**src/rtl/score_tracker_gen_if.sv**
```systemverilog
// Bus bundle for score_tracker_gen: collision/start inputs and score/BCD outputs.
interface score_tracker_gen_if #(
  parameter int SCORE_W = 8,
  parameter int DIGITS  = 3
);
  logic                  good_coll;
  logic                  bad_coll;
  logic                  start;
  logic [SCORE_W-1:0]    score;
  logic [SCORE_W-1:0]    high_score;
  logic [SCORE_W-1:0]    length;
  logic [4*DIGITS-1:0]   bcd;
  logic                  bcd_valid;
  logic                  game_complete;
  logic [SCORE_W-1:0]    lives_left;

  modport master (
    output good_coll, bad_coll, start,
    input  score, high_score, length, bcd, bcd_valid, game_complete, lives_left
  );

  modport slave (
    input  good_coll, bad_coll, start,
    output score, high_score, length, bcd, bcd_valid, game_complete, lives_left
  );
endinterface

```
**src/rtl/score_tracker_gen.sv**
```systemverilog
// Snake score tracker: PLAY/OVER game FSM plus a sequential double-dabble BCD converter.
// Optional lives counter enabled by defining SCORE_LIVES_EN.
module score_tracker_gen #(
  parameter int SCORE_W   = 8,
  parameter int MAX_SCORE = 140,
  parameter int DIGITS    = 3,
  parameter int LIVES     = 3
) (
  input  logic               clk,
  input  logic               rst,
  score_tracker_gen_if.slave bus
);
  typedef enum logic {PLAY, OVER} game_t;
  typedef enum logic [1:0] {IDLE, SHIFT, DONE} conv_t;

  localparam int                 CNT_W = $clog2(SCORE_W + 1);
  localparam logic [SCORE_W-1:0] MAX_V = SCORE_W'(MAX_SCORE);
  localparam longint             POW10 = longint'(10) ** DIGITS;

  generate
    if (POW10 <= longint'(MAX_SCORE) || longint'(MAX_SCORE) >= (longint'(1) << SCORE_W)) begin : g_bad_cfg
      $error("score_tracker_gen: DIGITS or SCORE_W too small for MAX_SCORE");
    end
  endgenerate

  game_t               state_q, state_d;
  logic [SCORE_W-1:0]  score_q, score_d;
  logic [SCORE_W-1:0]  high_q, high_d;
  logic [SCORE_W-1:0]  length_q, length_d;
  logic [SCORE_W-1:0]  lives_d;
  logic [SCORE_W-1:0]  disp, disp_prev_q;
  logic                good_q, bad_q;
  logic                good_edge, bad_edge, terminal;

  assign good_edge = bus.good_coll & ~good_q;
  assign bad_edge  = bus.bad_coll & ~bad_q;

`ifdef SCORE_LIVES_EN
  localparam logic [SCORE_W-1:0] LIVES_V = SCORE_W'(LIVES);
  logic [SCORE_W-1:0] lives_q;

  // Only the bad edge that spends the last life ends the game.
  assign terminal = bad_edge && (lives_q <= SCORE_W'(1));

  always_comb begin
    lives_d = lives_q;
    if (state_q == PLAY && bad_edge && lives_q != '0)
      lives_d = lives_q - SCORE_W'(1);
    else if (state_q == OVER && bus.start)
      lives_d = LIVES_V;
  end

  always_ff @(posedge clk) begin
    if (rst) lives_q <= LIVES_V;
    else     lives_q <= lives_d;
  end

  assign bus.lives_left = lives_q;
`else
  assign terminal       = bad_edge;
  assign lives_d        = '0;
  assign bus.lives_left = lives_d;
`endif

  always_ff @(posedge clk) begin
    if (rst) begin
      state_q     <= PLAY;
      score_q     <= '0;
      high_q      <= '0;
      length_q    <= '0;
      good_q      <= 1'b0;
      bad_q       <= 1'b0;
      disp_prev_q <= '0;
    end else begin
      state_q     <= state_d;
      score_q     <= score_d;
      high_q      <= high_d;
      length_q    <= length_d;
      good_q      <= bus.good_coll;
      bad_q       <= bus.bad_coll;
      disp_prev_q <= disp;
    end
  end

  // Any bad edge takes priority over a coincident good edge.
  always_comb begin
    state_d  = state_q;
    score_d  = score_q;
    length_d = length_q;
    unique case (state_q)
      PLAY: begin
        if (score_q == MAX_V || terminal) begin
          state_d = OVER;
          score_d = '0;
        end else if (good_edge && !bad_edge) begin
          score_d  = score_q + SCORE_W'(1);
          length_d = score_q + SCORE_W'(1);
        end
      end
      OVER: begin
        if (bus.start) begin
          state_d  = PLAY;
          score_d  = '0;
          length_d = '0;
        end
      end
      default: state_d = PLAY;
    endcase
    high_d = (score_d > high_q) ? score_d : high_q;
  end

  always_comb begin
    disp              = (state_q == OVER) ? high_q : score_q;
    bus.game_complete = (state_q == OVER);
    bus.score         = score_q;
    bus.high_score    = high_q;
    bus.length        = length_q;
  end

  conv_t               cstate_q, cstate_d;
  logic [CNT_W-1:0]    cnt_q, cnt_d;
  logic [SCORE_W-1:0]  bin_q, bin_d;
  logic [4*DIGITS-1:0] acc_q, acc_d, acc_adj;
  logic [4*DIGITS-1:0] bcd_q, bcd_d;
  logic                pend_q, pend_d;
  logic                valid_q, valid_d;
  logic                req, load;

  assign req = (disp != disp_prev_q);

  genvar gi;
  generate
    for (gi = 0; gi < DIGITS; gi++) begin : g_adj
      assign acc_adj[4*gi +: 4] = (acc_q[4*gi +: 4] >= 4'd5) ? acc_q[4*gi +: 4] + 4'd3
                                                             : acc_q[4*gi +: 4];
    end
  endgenerate

  always_ff @(posedge clk) begin
    if (rst) begin
      cstate_q <= IDLE;
      cnt_q    <= '0;
      bin_q    <= '0;
      acc_q    <= '0;
      bcd_q    <= '0;
      pend_q   <= 1'b0;
      valid_q  <= 1'b1;
    end else begin
      cstate_q <= cstate_d;
      cnt_q    <= cnt_d;
      bin_q    <= bin_d;
      acc_q    <= acc_d;
      bcd_q    <= bcd_d;
      pend_q   <= pend_d;
      valid_q  <= valid_d;
    end
  end

  always_comb begin
    cstate_d = cstate_q;
    unique case (cstate_q)
      IDLE:    if (req) cstate_d = SHIFT;
      SHIFT:   if (cnt_q == CNT_W'(SCORE_W - 1)) cstate_d = DONE;
      DONE:    cstate_d = (pend_q || req) ? SHIFT : IDLE;
      default: cstate_d = IDLE;
    endcase
  end

  // A newer value seen at DONE restarts the conversion instead of presenting a stale result.
  always_comb begin
    cnt_d   = cnt_q;
    bin_d   = bin_q;
    acc_d   = acc_q;
    bcd_d   = bcd_q;
    pend_d  = pend_q;
    valid_d = valid_q;
    load    = 1'b0;
    unique case (cstate_q)
      IDLE: begin
        if (req) begin
          load    = 1'b1;
          valid_d = 1'b0;
        end
      end
      SHIFT: begin
        {acc_d, bin_d} = {acc_adj, bin_q} << 1;
        cnt_d          = cnt_q + CNT_W'(1);
        if (req) pend_d = 1'b1;
      end
      DONE: begin
        if (pend_q || req) begin
          load   = 1'b1;
          pend_d = 1'b0;
        end else begin
          bcd_d   = acc_q;
          valid_d = 1'b1;
        end
      end
      default: ;
    endcase
    if (load) begin
      bin_d = disp;
      acc_d = '0;
      cnt_d = '0;
    end
    bus.bcd       = bcd_q;
    bus.bcd_valid = valid_q;
  end
endmodule

```
**src/flat_wrapper.sv**
```systemverilog
// flat-port wrapper written by rule: the top's interface ports become plain ports
module score_tracker_gen_flat 
#(
  parameter int SCORE_W   = 8,
  parameter int MAX_SCORE = 140,
  parameter int DIGITS    = 3,
  parameter int LIVES     = 3
)
  (clk, rst, bus_good_coll, bus_bad_coll, bus_start, bus_score, bus_high_score, bus_length, bus_bcd, bus_bcd_valid, bus_game_complete, bus_lives_left);
  score_tracker_gen_if #(.SCORE_W(SCORE_W), .DIGITS(DIGITS)) bus_i ();
  input  logic clk;
  input  logic rst;
  input wire logic [$bits(bus_i.good_coll)-1:0] bus_good_coll;
  input wire logic [$bits(bus_i.bad_coll)-1:0] bus_bad_coll;
  input wire logic [$bits(bus_i.start)-1:0] bus_start;
  output wire logic [$bits(bus_i.score)-1:0] bus_score;
  output wire logic [$bits(bus_i.high_score)-1:0] bus_high_score;
  output wire logic [$bits(bus_i.length)-1:0] bus_length;
  output wire logic [$bits(bus_i.bcd)-1:0] bus_bcd;
  output wire logic [$bits(bus_i.bcd_valid)-1:0] bus_bcd_valid;
  output wire logic [$bits(bus_i.game_complete)-1:0] bus_game_complete;
  output wire logic [$bits(bus_i.lives_left)-1:0] bus_lives_left;
  assign bus_i.good_coll = bus_good_coll;
  assign bus_i.bad_coll = bus_bad_coll;
  assign bus_i.start = bus_start;
  assign bus_score = bus_i.score;
  assign bus_high_score = bus_i.high_score;
  assign bus_length = bus_i.length;
  assign bus_bcd = bus_i.bcd;
  assign bus_bcd_valid = bus_i.bcd_valid;
  assign bus_game_complete = bus_i.game_complete;
  assign bus_lives_left = bus_i.lives_left;
  score_tracker_gen #(.SCORE_W(SCORE_W), .MAX_SCORE(MAX_SCORE), .DIGITS(DIGITS), .LIVES(LIVES)) u_core (.clk(clk), .rst(rst), .bus(bus_i));
endmodule
```
**config.mk**
```make
export PLATFORM = sky130hd
export DESIGN_NAME = score_tracker_gen_flat
export DESIGN_NICKNAME = d
export VERILOG_FILES = /design/src/rtl/score_tracker_gen_if.sv /design/src/rtl/score_tracker_gen.sv /design/src/flat_wrapper.sv
export SDC_FILE = /design/constraint.sdc
export NUM_CORES = 1
export LEC_CHECK = 0
export BUFFER_PORTS_ARGS = -buffer_cell sky130_fd_sc_hd__clkbuf_2
export CAP_MARGIN = 25
export CORE_MARGIN = 1
export CORE_UTILIZATION = 41
export DETAILED_ROUTE_END_ITERATION = 6
export PLACE_DENSITY = 0.57
export SETUP_SLACK_MARGIN = 0.4
export SYNTH_ARGS = -nofsm -noshare
export SYNTH_HDL_FRONTEND = slang
export SYNTH_SLANG_ARGS = --single-unit
```
**constraint.sdc**
```tcl
create_clock -name clk -period 10.3 [get_ports clk]
set_input_delay 3.09 -clock clk [delete_from_list [all_inputs] [get_ports clk]]
set_output_delay 3.09 -clock clk [all_outputs]
set_load 0.01 [all_outputs]
```
# Yosys cells after proc, flatten, opt, wreduce, memory -nomap -nowiden
# Index checks and enable logic that the tools add are counted.
op_classes:
  add_sub_neg: 5
  order_cmp: 4
  eq_ne: 13
  mux: 30
  bitwise: 6
  n_reduce_logical: 14
ops:
  columns: ["operator", "n"]
  rows:
  - ["2-to-1 mux 8 bit", 9]
  - ["case mux 8 bit (2 select lines)", 2]
  - [">= comparator 4 x 3 -> 1 bit (second input constant)", 3]
  - ["!= test 2 x 1 -> 1 bit (second input constant)", 5]
  - ["2-to-1 mux 1 bit", 9]
  - ["AND reduction 3 bit", 3]
  - ["adder 4 x 2 -> 4 bit (second input constant)", 2]
  - ["adder 8 x 1 -> 8 bit (second input constant)", 1]
  - ["== test 8 bit (second input constant)", 1]
  - ["> comparator 8 bit", 1]
  - ["2-to-1 mux 4 bit", 2]
  - ["!= test 8 bit", 1]
  - ["case mux 1 bit (2 select lines)", 4]
  - ["!= test 2 bit (second input constant)", 3]
  - ["case mux 2 bit (3 select lines)", 1]
  - ["nonzero test 2 bit", 3]
  - ["adder 4 x 1 -> 4 bit (second input constant)", 1]
  - ["== test 4 x 3 -> 1 bit (second input constant)", 1]
  - ["2-to-1 mux 2 bit", 2]
  - ["NOT 1 bit", 4]
  - ["AND reduction 2 bit", 2]
  - ["adder 3 x 2 -> 3 bit (second input constant)", 1]
  - ["2-to-1 mux 3 bit", 1]
  - ["bitwise AND 1 bit", 2]
  - ["7 further kinds", 8]
totals:
  regBits: 75
  wordCells: 86

# Logic depth before layout (Yosys ltp)
# Gate-level depths: netlist of run 1.
depth:
  ltp_word: 8
  mapped_depth: 16
  depth_no_buf: 14

# Least setup slack after synthesis of run 1
# OpenSTA, ideal clock, no wires.
synth_timing:
  path_type: "input to register"
  start: "input port bus_bad_coll"
  end: "register u_core.high_q[7] (netlist: u_core.bus.high_score[7])"
  t_arrival_ns: 6.097
  setup_slack_ns: 4.056
  stages: 13
  path_cell_list: "nor2b_1 > nor3b_1 > o21ai_0 > a21boi_0 > inv_1 > ha_1 > nor2b_1 > o21a_1 > o21ai_0 > a211oi_1 > or2_2 > buf_1 > a311oi_1"
synth_between:
  elab_chain_cells: 7
  elab_cells_between_ends: 8
  classes_between: "1 x order compare; 3 x mux; 1 x bitwise; 3 x reduce/logical"
synth_lines:
  columns: ["element", "line_no", "source"]
  rows:
  - ["from (decl)", "flat_wrapper.sv:14", "input wire logic [$bits(bus_i.bad_coll)-1:0] bus_bad_coll;"]
  - ["bitwise AND 1 bit *", "score_tracker_gen.sv:36", "assign bad_edge = bus.bad_coll & ~bad_q;"]
  - ["zero test 1 bit", "score_tracker_gen.sv:95", "end else if (good_edge && !bad_edge) begin"]
  - ["logical AND 1 bit", "score_tracker_gen.sv:95", null]
  - ["2-to-1 mux 8 bit", "score_tracker_gen.sv:95", null]
  - ["2-to-1 mux 8 bit *", "score_tracker_gen.sv:92", "if (score_q == MAX_V || terminal) begin"]
  - ["case mux 8 bit (2 select lines) *", "score_tracker_gen.sv:90", "unique case (state_q)"]
  - ["net u_core.score_d[1]", "score_tracker_gen.sv:27", "logic [SCORE_W-1:0] score_q, score_d;"]
  - ["> comparator 8 bit *", "score_tracker_gen.sv:109", "high_d = (score_d > high_q) ? score_d : high_q;"]
  - ["to (signal assigned)", "score_tracker_gen.sv:77", "high_q <= high_d;"]
  - ["to (decl)", "score_tracker_gen.sv:28", "logic [SCORE_W-1:0] high_q, high_d;"]
# Mark *: on every way through the listed nets, which the timed path passes. The rest lies on a longest branch.
# A chain may end at the register's enable or synchronous reset.

# Final worst setup path of run 1
# Same ends and word-level chain as after synthesis.

==> results summary, run 1 <==
Net switching is about a third of the power. Between clock sinks in the finished design, the worst skew comes to approximately 0.012 ns. The row count came out at 35. Pin placement for this block handled 51 I/O pins.

The total wirelength of the detailed-routed design is between 8000 and 9000 um. The clock input transition at the sequential cells of the worst setup and hold paths is ~0.070 ns. The endpoint identified for the worst register-to-register timing path is u_core.bus.high_score[7].

The antenna diode count came out at 0. The number of remaining DRC errors came out at 0. Summing the sequential cell areas from Yosys gives about 38% of the chip area. The number of max-capacitance violations reported came out at 0. The logic gate share of total power came out at between 30% and 40%. The clock network latency to the later pin of the worst-skew pair is about 0.35 ns.

The worst reg-to-reg path cell count came out at 13. The initial utilization of the core area, before any placement, comes to a little over two fifths. The total clock sinks came out at 75. The switching power of the nets came out at around 0.30 mW.

The count of final setup violators is 0. The required time at the worst-slack endpoint came out at between 10 and 15 ns. The final weighted congestion in routability-driven placement came out at roughly 0.86.

The number of warnings issued by yosys is 0. The worst voltage drop across the vdd grid is about 0.087 mV. The post-synthesis sequential element count came out at 75. The via count normalized by instance count is around 5.1. The number of global-route vias before repair came to roughly 2900. In this run the worst setup path begins at bus_bad_coll. The hold buffer count at cts is 0. The die height is between 100 and 150 um.

The die outline area is 0.01007 mm2. The area of the core is 0.009328 mm2. Among all flip-flop cells after synthesis, the most frequent one is dfxtp_1. The power consumption came out at between 0.8 and 0.9 mW. The worst min-delay path category is register to register. The CTS buffer count came out at 9. Entering global routing, the biggest net connects 69 pins. The startpoint of the worst-slack reg-to-reg timing path is u_core.bus.score[2].

The post-route minimum period is ~6.5 ns. The total negative setup slack came out at 0 ns. The overall global routing resource usage is between 10% and 20%. The sequential power share came out at 39.6%. The number of filler cells placed in the layout is about 930.

dfxtp_1 takes more of the synthesized area than any other cell. The final net count is 491. The via count is just over 3000. The startpoint type of the worst setup path is an input pin. Data on the critical path arrives at its endpoint at roughly 6.7 ns. The detailed-router iteration count before antenna repair is 5.

The detailed router's first-iteration violation count came out at 115. The top cell type's share of synthesized area came out at roughly 38%. The maximum frequency from static timing analysis is roughly 0.15 GHz. The post-synthesis area per instance is 9.205 um2. Setup repair after global routing left no endpoint under its margin. The routed wire length per instance came out at ~14 um.

The number of different library cells used by synthesis comes to between 50 and 60. The hold path depth is 2. The number of H-tree levels is 3. The die outline width is roughly 100 um. The maximum fanout along the worst path is 9. After global routing the overflow that remains totals 0. The number of antenna violations at the first check in global routing is 0.

The proportion of register bits with asynchronous set or reset after synthesis came out at 0%. The final max-slew violation count came out at 0. STA classifies the critical path endpoint as a register.

The cell at the root of the clock tree is clkbuf_8. The power density normalized to cell area came out at roughly 200 mW/mm2. The area growth from synthesis to layout is 12.74%. The number of antenna-violating nets in the routed design came out at 0. Measured against its own limit, the worst slew margin works out to between 30 and 40%. The number of flops mapped to enable cells by yosys is 0. The cell area after synthesis came out at 0.003968 mm2. The post-route netlist has 20.85% of its cells at a drive strength greater than 1. The internal power is just under 0.6 mW. The number of instances resized during post-cts repair is 0. Synthesis handed over a netlist of approximately 430 instances.

The slew at the pin with the worst max-slew slack came out at 0.9611 ns. In this run, the clock network consumes between 20 and 30% of the power. The worst hold path terminates at u_core.bin_q[0]. The startpoint of the worst hold path is u_core.bin_q[0].

The critical path start-end classification is input pin to register. After legalization and detailed placement, the total HPWL measured between 5000 and 6000 um. Setup slack on the worst reg-to-reg path comes out at about 6.0 ns. The number of buffers added for setup after CTS is 0. TritonCTS built the clock tree. Counting along the longest clock path gives a buffer depth of 2.

The run finished with clean final reports. The share of the cycle needed by the critical path after routing came out at between 60% and 70%. After synthesis, the cell types taking the most area are dfxtp_1 38%, ha_1 6.6%, mux2i_1 4.8%. For this design the static power due to leakage is 1.903 nW.

The count of buffers inserted at the top-level ports came out at 42. The hold violation total from the final report is 0. The first-pass GRT wire length came out at ~14000 um. The final hold slack is approximately 0.46 ns.
routing by layer:
| metal | track usage, % | vias up | wire length [um] |
|---|---|---|---|
| met2 | 28.29 | 53 | 3883 |
| met5 | 0 | - | 0 |
| met1 | 22.70 | 1438 | 3849 |
| met4 | 8.250 | 0 | 182 |
| met3 | 3.830 | 14 | 271 |
| li1 | - | 1563 | - |
critical path: stages:
cell and delay (ns):
clkbuf_2 0.08, nor2b_1 0.16, nor3b_1 0.78, o21ai_0 0.27, a21boi_0 0.40, inv_1 0.09, ha_1 0.30, nor2b_1 0.13
o21a_1 0.11, o21ai_0 0.06, a211oi_1 0.77, or2_2 0.33, a311oi_1 0.11
how the worst max path moves through the flow:
stage                                    end  slack (ns)  cells after the start
CTS                 u_core.bus.high_score[7]        3.82                     13
global route        u_core.bus.high_score[7]        3.45                     13
detailed placement  u_core.bus.high_score[7]        3.43                     13
global placement    u_core.bus.high_score[7]        3.55                     13
finish              u_core.bus.high_score[7]        3.81                     13
floorplan           u_core.bus.high_score[7]        4.06                     13
stage by stage:
step                      util [%]  instances  setup WS, ns  instance area (um2)
after floorplan                  -        438         4.056                 3994
after global placement       45.02        581         3.554                 4199
after detailed placement     45.02        581         3.432                 4199
after CTS                    47.36        597         3.821                 4418
after global routing         47.95        599         3.446                 4473
final                        47.95        599         3.806                 4473
kinds of logic after synthesis:
group / synth area share [%]
compound gates: 14.38
other cells: 0.09452
flops: 37.84
buf+inv: 7.505
xor+xnor: 4.415
mux: 9.745
fa+ha+maj: 6.622
simple gates: 19.40
synthesized netlist by cell type, drive strengths merged (3+ instances only):
cell	count
a211oi	22
a21o	3
a21oi	22
a31oi	5
and3	8
buf	17
clkbuf	13
dfxtp	75
ha	21
inv	30
mux2	7
mux2i	25
nand2	19
nand2b	6
nand3	6
nand4	4
nor2	41
nor2b	5
nor3	34
o211ai	3
o21ai	16
o22ai	3
xnor2	19
flip-flops by register name, summed over array words and instances (netlist names):
register / cells
u_core.bus.length: 8
u_core.good_q: 1
u_core.disp_prev_q: 8
u_core.cnt_q: 4
u_core.bin_q: 8
u_core.cstate_q: 2
u_core.bus.bcd_valid: 1
u_core.bus.bcd: 12
u_core.bus.game_complete: 1
u_core.pend_q: 1
u_core.bad_q: 1
u_core.bus.high_score: 8
u_core.bus.score: 8
u_core.acc_q: 12
power by group through the flow:
stage	combinational, mW	sequential [mW]	clock (mW)
2_1_floorplan	0.238	0.356	0
3_3_place_gp	0.274	0.361	0
3_5_place_dp	0.276	0.362	0
4_1_cts	0.278	0.355	0.259
5_1_grt	0.322	0.356	0.269
6_report	0.285	0.351	0.250
placed cells by master (no fill, tap or decap), types with 3 or more instances in the layout:
cell and instances:
nand2b_1 6, ha_1 21, nor3_2 15, xnor2_1 19
nand3_1 6, conb_1 8, nor2b_1 5, mux2_2 7
o21ai_0 15, a21oi_1 21, a211oi_2 3, mux2i_1 19
nor2_1 41, o22ai_1 3, a21o_1 3, nand2_1 19
inv_1 30, o211ai_1 3, a31oi_1 4, nand4_1 4
clkbuf_2 42, and3_1 8, mux2i_4 4, a211oi_1 19
clkbuf_8 10, dfxtp_1 75, nor3_1 19
area by class of cell:
| type | instances | area [um2] | share of cell area (%) |
|---|---|---|---|
| sequential | 75 | 1501 | 33.57 |
| clock inverter | 4 | 73.82 | 1.650 |
| multi-input combinational | 302 | 2195 | 49.06 |
| timing repair buffer | 46 | 280.3 | 6.266 |
| inverter | 31 | 116.4 | 2.601 |
| clock buffer | 12 | 145.1 | 3.245 |
| tap | 129 | 161.4 | 3.608 |
Note: power is estimated with default switching activity, not from simulation.
==> inputs of run 2 (changes only) <==
--- a/config.mk
+++ b/config.mk
@@ -10,7 +10,7 @@
 export CORE_MARGIN = 1
 export CORE_UTILIZATION = 41
 export DETAILED_ROUTE_END_ITERATION = 6
-export PLACE_DENSITY = 0.57
+export PLACE_DENSITY = 0.59
 export SETUP_SLACK_MARGIN = 0.4
 export SYNTH_ARGS = -nofsm -noshare
 export SYNTH_HDL_FRONTEND = slang
==> constraint.sdc (replaced) <==
create_clock -name clk -period 5.35 [get_ports clk]
set_input_delay 1.605 -clock clk [delete_from_list [all_inputs] [get_ports clk]]
set_output_delay 1.605 -clock clk [all_outputs]
set_load 0.01 [all_outputs]
==> results summary, run 2 (synthesis results as in run 1) <==
The share of the cycle needed by the critical path after routing came out at 80.97%. The power density normalized to cell area came out at 384.4 mW/mm2 (+94%). The via count came out at 3075 (+0.23%). The required time at the worst-slack endpoint is 5.59 ns (-4.91 ns).

The maximum fanout along the worst path came out at 11 (+2). The CTS buffer count was 9 (unchanged). The die outline area came to 0.01007 mm2 (unchanged). The die height came out at 100.4 um (unchanged). The via count normalized by instance count is 5.116 (-0.11%).

The combined area of the multi-input logic cells is 0.002195 mm2 (unchanged). CTS placed an instance of clkbuf_8 at the clock tree root. The clock network latency to the later pin of the worst-skew pair is 0.34 ns (about the same). The half-perimeter wire length after detailed placement is 5854 um (+1.1%).

The count of final setup violators came out at 0 (unchanged). The arrival time at the worst endpoint is 4.57 ns (-2.12 ns). The largest net degree at the start of global routing is 41 (-41%).

The overall global routing resource usage was 17.55% (-0.12 points). The number of max-capacitance violations reported came to 0 (unchanged). The number of antenna-violating nets in the routed design is 0 (unchanged).

The antenna diode count came out at 0 (unchanged). The starting density of the core came to 42.54% (unchanged). The final weighted congestion in routability-driven placement came to 0.9118 (+6.3%). The setup clock skew after layout came out at 0.01252 ns (+0.0006550 ns). The worst setup path is captured at a register. The number of buffers added for setup after CTS came out at 0 (unchanged). The row count came out at 35 (unchanged). The flow ran to the end, and the final reports show no timing, DRC or antenna violations. The detailed-router iteration count before antenna repair came out at 5 (unchanged). The hold buffer count at cts is 0 (unchanged). The maximum frequency from static timing analysis came out at roughly 0.23 GHz. The total clock sinks came out at 75 (unchanged). The residual overflow from global routing came out at 0 (unchanged). The share of the core filled with cells came out at 47.97% (about the same).

The die outline width came out at 100.4 um (unchanged). The count of buffers inserted at the top-level ports was 42 (unchanged). The library cells used most frequently in the layout, excluding fill and tap cells, are 75 x dfxtp_1, 42 x clkbuf_2, 41 x nor2_1.

Setup repair after global routing left no endpoint under its margin. The routed wire length per instance came to 13.61 um (-0.41%). The area growth from synthesis to layout is 12.77% (about the same). The boundary pin count is 51 (unchanged).

The number of H-tree levels is 3 (unchanged). The number of global-route vias before repair is 2889 (+0.21%). The fraction of final layout cells sized beyond drive strength 1 is 21.61% (+0.76 points).

The final net count came out at 493 (+0.41%). The number of remaining DRC errors is 0 (unchanged). The number of filler cells placed in the layout is 897 (-3.3%). The slew at the pin with the worst max-slew slack is 0.8975 ns (-0.06357 ns). The detailed router's first-iteration violation count came out at 77 (-33%).

The total negative setup slack is 0 ns (unchanged). The startpoint type of the worst setup path is an input pin. The post-route minimum period came out at approximately 4.3 ns. The headroom to the max-slew limit came out at 39.99% (+4.2 points). The worst voltage drop across the vdd grid came out at 0.1857 mV (+110%). The number of instances resized during post-cts repair is 0 (unchanged).

The final max-slew violation count came out at 0 (unchanged). The sequential cell area came to 0.001501 mm2 (unchanged). The buffer levels on the longest clock path came to 2 (unchanged). The critical path in this run is classified as input pin to register. The path class of the tightest hold or removal check is register to register.

The final hold slack is 0.4598 ns (-0.003580 ns). The first-pass GRT wire length came to 13990 um (+0.34%). The area of the core came out at 0.009328 mm2 (unchanged).

TritonCTS built the clock tree. The hold violation total from the final report came out at 0 (unchanged). The number of antenna violations at the first check in global routing is 0 (unchanged).

The total wirelength of the detailed-routed design was 8180 um (about the same). The clock input transition at the sequential cells of the worst setup and hold paths is 0.08 ns (about the same). The static leakage power is 1.902 nW (about the same). The library cell used most frequently in the layout, excluding fill and tap cells, is dfxtp_1.
==> run 2: layer usage <==
| layer | part of all wire [%] | track usage (%) | vias to the layer above |
|---|---|---|---|
| met1 | 47 | 22.95 | 1449 |
| li1 | - | - | 1574 |
| met2 | 49 | 29.19 | 48 |
| met4 | 0.75 | 4.571 | 0 |
| met5 | 0 | 0 | - |
| met3 | 2.9 | 3.969 | 4 |
==> run 2: power breakdown <==
group          internal (mW)  switching (mW)
registers              0.621          0.0549
logic                  0.233           0.326
clock network          0.266           0.219
total                   1.12           0.600
==> run 2: through the flow <==
stage          instances  cell area (um2)  setup slack [ns]  power [mW]
3_3_place_gp         584             4222            0.7133       1.232
5_1_grt              601             4474            0.7502       1.840
2_1_floorplan        438             3994            0.5908       1.143
3_5_place_dp         584             4222            0.6894       1.239
6_report             601             4474             1.018       1.720
4_1_cts              600             4447             1.039       1.730
==> run 2: worst max-delay path: stages <==
cell and delay [ns]:
clkbuf_2 0.09, nor2b_1 0.15, nor4b_1 0.39, and2_1 0.42, nand2_1 0.12, a21boi_0 0.18
inv_1 0.10, ha_1 0.23, nor2b_1 0.13, o21a_1 0.15, o21ai_0 0.15, a211oi_1 0.09
buf_4 0.16, or2_2 0.35, a311oi_1 0.26
==> run 2: final cells by class <==
type                    instances  area share [%]
flip-flops and latches         75           33.56
inverters                      31           2.601
clock buffers                   9           2.768
multi-input cells             302           49.05
clock inverters                 7           2.265
well taps                     129           3.607
repair buffers                 48           6.152
==> run 2: worst paths after layout <==
check	depth (start not counted)	slack, ns	startpoint	end
min	2	0.46	u_core.bin_q[0]	u_core.bin_q[0]
max reg2reg	14	1.41	u_core.bus.score[2]	u_core.bus.high_score[7]
max	15	1.02	bus_bad_coll	u_core.bus.high_score[7]
min reg2reg	2	0.46	u_core.bin_q[0]	u_core.bin_q[0]
==> inputs of run 3 (changes only) <==
==> constraint.sdc (replaced) <==
create_clock -name clk -period 3.96 [get_ports clk]
set_input_delay 1.188 -clock clk [delete_from_list [all_inputs] [get_ports clk]]
set_output_delay 1.188 -clock clk [all_outputs]
set_load 0.01 [all_outputs]
==> results summary, run 3 (synthesis results as in run 1) <==
The hold violation total from the final report came out at 0 (unchanged). The clock network latency to the later pin of the worst-skew pair is 0.35 ns (about the same). After layout, the worst path uses between 80% and 90% of the clock period. The count of buffers inserted at the top-level ports came out at 42 (unchanged). The first-pass GRT wire length is 14700 um (+5.1%). The number of antenna violations at the first check in global routing was 0 (unchanged). The final net count came out at 502 (+1.8%). The residual overflow from global routing is 0 (unchanged). The via count is 3166 (+3.0%). The boundary pin count came out at 51 (unchanged). The path with the worst hold slack has its endpoint at u_core.bin_q[0]. The tightest min-delay check is of the register to register type. The clock input transition at the sequential cells of the worst setup and hold paths is 0.07 ns (about the same). The sequential cell area came to 0.001504 mm2 (+0.17%).

The count of final setup violators was 0 (unchanged). The slew at the pin with the worst max-slew slack is 0.7223 ns (-0.1753 ns). The die outline width is 100.4 um (unchanged). The total clock sinks is 75 (unchanged). The row count is 35 (unchanged).

The total wirelength of the detailed-routed design came to 8800 um (+7.6%). The power consumption came out at 2.350 mW (+37%). The worst reg-to-reg path cell count is 13 (-1). The detailed router's first-iteration violation count is 102 (+32%).

The final max-slew violation count is 0 (unchanged). The number of remaining DRC errors came to 0 (unchanged). STA classifies the critical path startpoint as an input pin. The number of antenna-violating nets in the routed design came out at 0 (unchanged). Walking the worst path, the cells encountered are clkbuf_2 -> nor2b_4 -> nor3b_4 -> a21oi_1 -> o21ai_1 -> nand2_1 -> ha_1 -> nand4_1 -> nor2_4 -> nor2_4 -> or2_4 -> a211oi_1. The overall global routing resource usage came to 18.54% (+0.99 points). The hold path depth came out at 2 (unchanged). On the critical path the largest part of the delay comes from simple AND/OR/NAND/NOR gates. The worst setup path is of the input pin to register kind. The setup clock skew after layout is 0.008490 ns (-0.004029 ns).

The final hold slack came out at 0.4611 ns (+0.001367 ns). In this run the clock root is driven by a clkbuf_8. The fraction of final layout cells sized beyond drive strength 1 came out at 26.20% (+4.6 points).

The arrival time at the worst endpoint is 3.64 ns (-0.93 ns). The post-route minimum period came out at around 3.4 ns. The buffering stage count on the worst path with inverters included is 1 (-2). The maximum frequency from static timing analysis came out at ~0.30 GHz. The worst voltage drop across the vdd grid is 0.2719 mV (+46%). The area growth from synthesis to layout came out at 16.18%. The required time at the worst-slack endpoint is 4.21 ns (-1.38 ns). The share of the core filled with cells was 49.42% (+1.4 points). The die height was 100.4 um (unchanged). The number of H-tree levels came out at 3 (unchanged). The type of element capturing the critical path is a register. The startpoint of the worst-slack reg-to-reg timing path is u_core.bus.score[7]. The power density normalized to cell area came out at 509.9 mW/mm2 (+33%). TritonCTS built the clock tree.

The cell repeated most along the worst path is nor2_4. The buffer levels on the longest clock path is 2 (unchanged). Among all stages on the critical path, the largest delay is contributed by nor3b_4.

The number of max-capacitance violations reported is 0 (unchanged). The number of buffers added for setup after CTS was 0 (unchanged). The largest net degree at the start of global routing is 59 (+44%). In this run the critical register-to-register path is captured at u_core.bus.high_score[6]. The antenna diode count was 0 (unchanged). The library cell used most frequently in the layout, excluding fill and tap cells, is dfxtp_1. The half-perimeter wire length after detailed placement is 6295 um (+7.5%). The headroom to the max-slew limit was 51.85% (+12 points).

The area of the core is 0.009328 mm2 (unchanged). The via count normalized by instance count is 5.190 (+1.4%). The maximum cell stage delay along the critical path came out at 0.37 ns (-0.05 ns). The routed wire length per instance is 14.43 um (+6.0%). The number of filler cells placed in the layout came out at 896 (-0.11%).

The starting density of the core is 42.54% (unchanged). The worst-case register-to-register setup slack came out at 0.59 ns (-0.82 ns). In the layout the commonest cells are 73 x dfxtp_1, 42 x clkbuf_2, 39 x nor2_1. The static leakage power came out at 1.963 nW (+3.2%). The detailed-router iteration count before antenna repair is 4 (-1).

The maximum fanout along the worst path came out at 9 (-2). The die outline area came out at 0.01007 mm2 (unchanged). The flow ran to the end, and the final reports show no timing, DRC or antenna violations. The CTS buffer count is 9 (unchanged). The startpoint of the worst hold path is u_core.bin_q[0].

Setup repair after global routing left no endpoint under its margin. The number of global-route vias before repair came out at 2931 (+1.5%). The combined area of the multi-input logic cells came out at 0.002296 mm2 (+4.6%). The final weighted congestion in routability-driven placement is 0.8084 (-11%). The hold buffer count at cts was 0 (unchanged). The total negative setup slack came out at 0 ns (unchanged).
-- run 3: layout make-up --
cell class                 instances  area share (%)
multi-input combinational        302           49.81
sequential                        75           32.63
timing repair buffer              57           7.003
tap                              129           3.502
clock buffer                      11           2.850
inverter                          31           2.524
clock inverter                     5           1.683
-- run 3: repair_timing --
item | in CTS | in global routing
setup endpoints to repair | 4 | 8
pin swaps | 0 | 2
gates resized for setup | 1 | 11
-- run 3: worst max path at each step --
| stage | from | endpoint | depth (start not counted) |
|---|---|---|---|
| final | bus_bad_coll | u_core.bus.high_score[6] | 12 |
| after global routing | u_core.bus.score[0] | u_core.bus.high_score[0] | 14 |
| after CTS | bus_bad_coll | u_core.bus.high_score[6] | 12 |
| after detailed placement | bus_bad_coll | u_core.bus.high_score[6] | 12 |
| after global placement | bus_bad_coll | u_core.bus.high_score[7] | 12 |
| after floorplan | bus_bad_coll | u_core.bus.high_score[7] | 14 |
-- run 3: stage by stage --
| stage | instances | setup slack, ns | area [um2] |
|---|---|---|---|
| 6_report | 610 | 0.5781 | 4609 |
| 3_5_place_dp | 594 | 0.1306 | 4359 |
| 5_1_grt | 610 | 0.4094 | 4609 |
| 4_1_cts | 610 | 0.4992 | 4569 |
| 3_3_place_gp | 594 | 0.2101 | 4359 |
| 2_1_floorplan | 438 | 0.4125 | 4069 |
-- run 3: power by group --
part | leakage [nW] | internal [mW] | total [mW] | switching (mW)
combinational | 1.25 | 0.324 | 0.796 | 0.473
sequential | 0.611 | 0.840 | 0.915 | 0.0754
clock | 0.103 | 0.353 | 0.639 | 0.285
total | 1.96 | 1.52 | 2.35 | 0.834
-- run 3: tightest hold or removal path: cells and delay by family, from the launching register on --
kind	cells	cell delay (ns)
AND/OR/NAND/NOR	1	0.06
AO/OA/AOI/OAI	1	0.05
flip-flops	1	0.31
-- run 3: per-layer routing --
metal  GRT usage, %  vias up  share of wire (%)
met5              0        -                  0
met4          5.574        0               0.74
met3          4.109        6                4.5
met2          29.19       71                 47
met1          25.33     1508                 47
li1               -     1581                  -
